[src/rtl/alu_pkg.sv]
// alu_pkg: shared ALU types and sizes used by the iterative divider
package alu_pkg;

    typedef enum logic [1:0] {
        IDLE = 2'd0,
        CALC = 2'd1,
        FIX  = 2'd2,
        DONE = 2'd3
    } div_state_t;

    localparam int DIV_WIDTH = 32;
    localparam int DIV_CNT_W = $clog2(DIV_WIDTH + 1);

endpackage

[src/rtl/div_step.sv]
// div_step: one combinational radix-2 restoring division step
module div_step
    import alu_pkg::*;
#(
    parameter int WIDTH = DIV_WIDTH
) (
    input  logic [WIDTH-1:0] rem,
    input  logic [WIDTH-1:0] quo,
    input  logic [WIDTH-1:0] divisor,
    output logic [WIDTH-1:0] rem_nxt,
    output logic [WIDTH-1:0] quo_nxt
);

    logic [WIDTH:0] shifted;
    logic [WIDTH:0] diff;

    // shift {rem, quo} left, trial-subtract on WIDTH+1 bits; diff MSB set means the subtraction borrowed
    always_comb begin
        shifted = {rem, quo[WIDTH-1]};
        diff    = shifted - {1'b0, divisor};
        rem_nxt = diff[WIDTH] ? shifted[WIDTH-1:0] : diff[WIDTH-1:0];
        quo_nxt = {quo[WIDTH-2:0], ~diff[WIDTH]};
    end

endmodule

[src/rtl/div_unit.sv]
// div_unit: multi-cycle restoring divider; DIV_SIGNED_EN enables signed operands
module div_unit
    import alu_pkg::*;
#(
    parameter int WIDTH = DIV_WIDTH
) (
    input  logic             clk,
    input  logic             rst,
    input  logic             in_valid,
    output logic             in_ready,
    input  logic [WIDTH-1:0] dividend,
    input  logic [WIDTH-1:0] divisor,
    input  logic             is_signed,
    output logic             out_valid,
    input  logic             out_ready,
    output logic [WIDTH-1:0] quotient,
    output logic [WIDTH-1:0] remainder,
    output logic             div_by_zero
);

    localparam int CW = $clog2(WIDTH + 1);

    div_state_t       state;
    logic [CW-1:0]    cnt;
    logic [WIDTH-1:0] rem;
    logic [WIDTH-1:0] quo;
    logic [WIDTH-1:0] dvs;
    logic [WIDTH-1:0] rem_nxt;
    logic [WIDTH-1:0] quo_nxt;
    logic [WIDTH-1:0] a_mag;
    logic [WIDTH-1:0] b_mag;

`ifdef DIV_SIGNED_EN
    logic sign_a;
    logic sign_b;
    logic neg_q;
    logic neg_r;

    // operand signs only matter for signed requests; magnitudes feed the unsigned core
    always_comb begin
        sign_a = is_signed & dividend[WIDTH-1];
        sign_b = is_signed & divisor[WIDTH-1];
        a_mag  = sign_a ? -dividend : dividend;
        b_mag  = sign_b ? -divisor : divisor;
    end

    // sign flags captured on accept, applied in FIX
    always_ff @(posedge clk) begin
        if (rst) begin
            neg_q <= 1'b0;
            neg_r <= 1'b0;
        end else if (state == IDLE && in_valid) begin
            neg_q <= sign_a ^ sign_b;
            neg_r <= sign_a;
        end
    end
`else
    logic unused_signed;

    assign unused_signed = is_signed;

    // unsigned-only build: operands pass straight to the core
    always_comb begin
        a_mag = dividend;
        b_mag = divisor;
    end
`endif

    div_step #(.WIDTH(WIDTH)) u_step (
        .rem     (rem),
        .quo     (quo),
        .divisor (dvs),
        .rem_nxt (rem_nxt),
        .quo_nxt (quo_nxt)
    );

    assign in_ready  = (state == IDLE);
    assign out_valid = (state == DONE);

    // FSM, iteration counter and result registers; results only move on entry to DONE
    always_ff @(posedge clk) begin
        if (rst) begin
            state       <= IDLE;
            cnt         <= '0;
            rem         <= '0;
            quo         <= '0;
            dvs         <= '0;
            quotient    <= '0;
            remainder   <= '0;
            div_by_zero <= 1'b0;
        end else begin
            case (state)
                IDLE: if (in_valid) begin
                    if (divisor == '0) begin
                        quotient    <= '1;
                        remainder   <= dividend;
                        div_by_zero <= 1'b1;
                        state       <= DONE;
                    end else begin
                        rem   <= '0;
                        quo   <= a_mag;
                        dvs   <= b_mag;
                        cnt   <= CW'(WIDTH);
                        state <= CALC;
                    end
                end
                CALC: begin
                    rem   <= rem_nxt;
                    quo   <= quo_nxt;
                    cnt   <= cnt - CW'(1);
                    state <= (cnt == CW'(1)) ? FIX : CALC;
                end
                FIX: begin
`ifdef DIV_SIGNED_EN
                    quotient  <= neg_q ? -quo : quo;
                    remainder <= neg_r ? -rem : rem;
`else
                    quotient  <= quo;
                    remainder <= rem;
`endif
                    div_by_zero <= 1'b0;
                    state       <= DONE;
                end
                default: if (out_ready) state <= IDLE;
            endcase
        end
    end

endmodule

[config.mk]
export PLATFORM = sky130hd
export DESIGN_NAME = div_unit
export DESIGN_NICKNAME = d
export VERILOG_FILES = /design/src/rtl/alu_pkg.sv /design/src/rtl/div_step.sv /design/src/rtl/div_unit.sv
export SDC_FILE = /design/constraint.sdc
export NUM_CORES = 1
export LEC_CHECK = 0
export ABC_AREA = 0
export ABC_CLOCK_PERIOD_IN_PS = 8900
export CORE_ASPECT_RATIO = 0.8
export CORE_MARGIN = 1.5
export CORE_UTILIZATION = 30
export CTS_BUF_LIST = sky130_fd_sc_hd__clkbuf_8
export DETAILED_ROUTE_END_ITERATION = 12
export PLACE_DENSITY = 0.6
export RECOVER_POWER = 100
export SYNTH_ARGS = -nofsm -noshare
export SYNTH_HDL_FRONTEND = slang
export SYNTH_SLANG_ARGS = --single-unit
[constraint.sdc]
create_clock -name clk -period 8.9 [get_ports clk]
set_input_delay 1.335 -clock clk [delete_from_list [all_inputs] [get_ports clk]]
set_output_delay 1.335 -clock clk [all_outputs]
set_load 0.05 [all_outputs]
==> out/results.ini <==
[floorplanning]
io_pins = 136
die_w_um = 196
rows = 56
initial_utilization_pct = 30.4
die_y_um = 157
core_area_um2 = 29300
dieArea_um2 = 30800

[setup_path]
reg2reg_slack_ns = 3.71
crit_buf_inv = 3
rr_endpoint = remainder[23]
r2r_cells = 7
crit_start = divisor[24]
reg2reg_from = state[0]
cp_cell_sequence = dlygate4sd3_1 > nor4_1 > nand4_1 > o21ai_0 > or2_2 > o21ai_0 > buf_4 > nor2_1 > buf_4 > nand2_1 > o311ai_0
worst-endpoint-arrival_ns = 6.54
crit_type = primary input to flip-flop
cp-end-kind = flip-flop
cp_slowest_stage_delay_ns = 1.10
startpoint_type = primary input
critPathTopFamily = simple AND/OR/NAND/NOR gates
cp.required_ns = 9.26
slowest_stage = o21ai_0
cp_max_fo = 45

[status]
violations = capacitance limit, slew limit
status = complete, but fails checks

[routing]
drt-initial-drc-count = 431
drc = 0
viasPerCell = 5.10
drt_wl_total_um = 25200
vias = 7728
antenna_left = 0
drt-pass1-iter-count = 5
avgRoutedWirePerCell_um = 16.6

[sta]
period_share_pct = 69.4
fmax_mhz = 162
drv_slew = 155
tns_ns = 0
setup_viol = 0
rsz0062_at_grt = no
hold_violations = 0
relSlewSlack_pct = -47.2
fin_crit_ns = 6.18
fin_worst_skew_ns = 0.0162
tightest_slew_ns = 2.19

[logic_synthesis]
synth_ff_type = dfxtp_1
synth_nets = 1147
post-synth-top-count-cell = dfxtp_1
ys_ff_latch = 169
synth_cells = 1039
yosys.area.top_type = dfxtp_1
synthTopCellsByArea = dfxtp_1 (38%), mux2i_1 (11%), nor2_1 (6.4%), a211oi_1 (5.9%), ha_1 (5.3%)
synth_edf_count = 0
ys_warn_count = 0
syn_area_um2 = 8910
syn_area_per_cell_um2 = 8.58
synthTopCellsByCount = dfxtp_1 (169), nor2_1 (152), mux2i_1 (96)
synth_top_cell_area_share_pct = 38.0
yosysUniqueCellTypes = 60
async_flop_share_pct = 0
synth_seq_area_share_pct = 38.0

[global_routing]
grtUsageTotal_pct = 16.5
grt_pass1_wl_um = 40200
antenna_found_initial = 2
grt_overflow = 0
met2_usage_pct = 23.3
met1_usage_pct = 25.3
grt-busiest-layer = met1
met3_usage_pct = 3.84
grt_start_max_net_pins = 113
grt_pass1_vias = 7294

[clocking]
cts_made_buffers = 17
htreeDepth = 4
cts_hold_buf = 0
cts_sinks = 169
ctsResizeCount = 0
clkLatencyLatePin_ns = 0.48
clock_path_buffers = 2
cts_setup_buffers = 0
cts_tree = built
cts.clk_slew.worst_paths_ns = 0.10
cts-root-buf = clkbuf_8

[place]
io_buffer_count = 134
hpwl_um = 18500
dpl_cell_area_um2 = 10500
gp_congestion = 0.860

[final_layout]
drive_gt1_share_pct = 4.92
fin_util_pct = 37.1
area_growth_pct = 22.1
diodes = 0
fin_nets = 1233
fin_area_um2 = 10900

[hold_path]
hold_depth = 2
min_to = quotient[3]
hold_class = flip-flop to flip-flop
min-delay-start = quo[3]

[pwr]
power_per_cell_area_nw_per_um2 = 173
power.leakage_nw = 4.23
max-vdd-ir-drop_v = 0.0000796

[job]
cap_violations = 3

==> cell usage in the layout (no fill, tap or decap), types with 23 or more instances in the layout <==
cell / n
o21ai_0: 23
inv_1: 75
dlygate4sd3_1: 69
ha_1: 36
a211oi_1: 69
nand3_1: 55
a21oi_1: 34
a311oi_1: 33
nand2_1: 49
dfxtp_1: 169
mux2i_1: 96
nor2_1: 152
clkdlybuf4s50_1: 64
==> report_power, final <==
| group | leakage [nW] | switching (mW) | internal, mW |
|---|---|---|---|
| registers | 1.38 | 0.0368 | 0.802 |
| logic | 2.65 | 0.272 | 0.198 |
| clock network | 0.204 | 0.331 | 0.242 |
==> logic make-up after synthesis <==
| logic type | after synthesis | share of synthesized area (%) |
|---|---|---|
| xor gates and xnor gates | 31 | 3.05 |
| buffers and inverters | 148 | 6.78 |
| muxes | 98 | 11.2 |
| adders and majority gates | 39 | 5.56 |
| and+or+nand+nor | 317 | 16.0 |
| AOI/OAI and AO/OA | 237 | 19.4 |
| DFF | 169 | 38.0 |
==> worst min-delay path, stage by stage (launching register included) <==
cell and delay (ns):
dfxtp_1 0.34, inv_1 0.05, a311oi_1 0.06
==> flip-flops by register name, summed over array words and instances (netlist names) <==
register     count
dvs             32
quo             32
quotient        32
rem             32
remainder       32
cnt              6
state            2
div_by_zero      1
==> worst max-delay path by stage <==
stage                          to  depth (start not counted)
after floorplan           rem[18]                         11
after global placement    rem[25]                         11
after detailed placement  rem[29]                         11
after CTS                 rem[25]                         11
after global routing      rem[14]                         11
final                      rem[6]                         11
==> metal layers <==
metal,up-vias,wire [µm]
li1,3913,-
met1,3606,13600
met2,193,10000
met3,14,1400
met4,2,114
met5,-,13
==> through the flow <==
step / total power [mW] / cells / hold WS [ns] / worst slack [ns]
floorplan: 1.20 / 1039 / 0.454 / 5.67
global placement: 1.32 / 1483 / 0.468 / 3.44
detailed placement: 1.33 / 1483 / 0.475 / 3.39
CTS: 1.90 / 1515 / 0.480 / 3.90
global route: 1.99 / 1515 / 0.510 / 2.21
finish: 1.88 / 1515 / 0.484 / 2.72
==> layout make-up <==
| type | count | area, µm² |
|---|---|---|
| fillers | 2952 | 18400 |
| multi-input cells | 722 | 4950 |
| flip-flops and latches | 169 | 3380 |
| repair buffers | 141 | 1390 |
| well taps | 377 | 472 |
| inverters | 74 | 278 |
| clock buffers | 18 | 248 |
| clock inverters | 14 | 156 |
No activity file was read; power rests on OpenSTA's default activity.
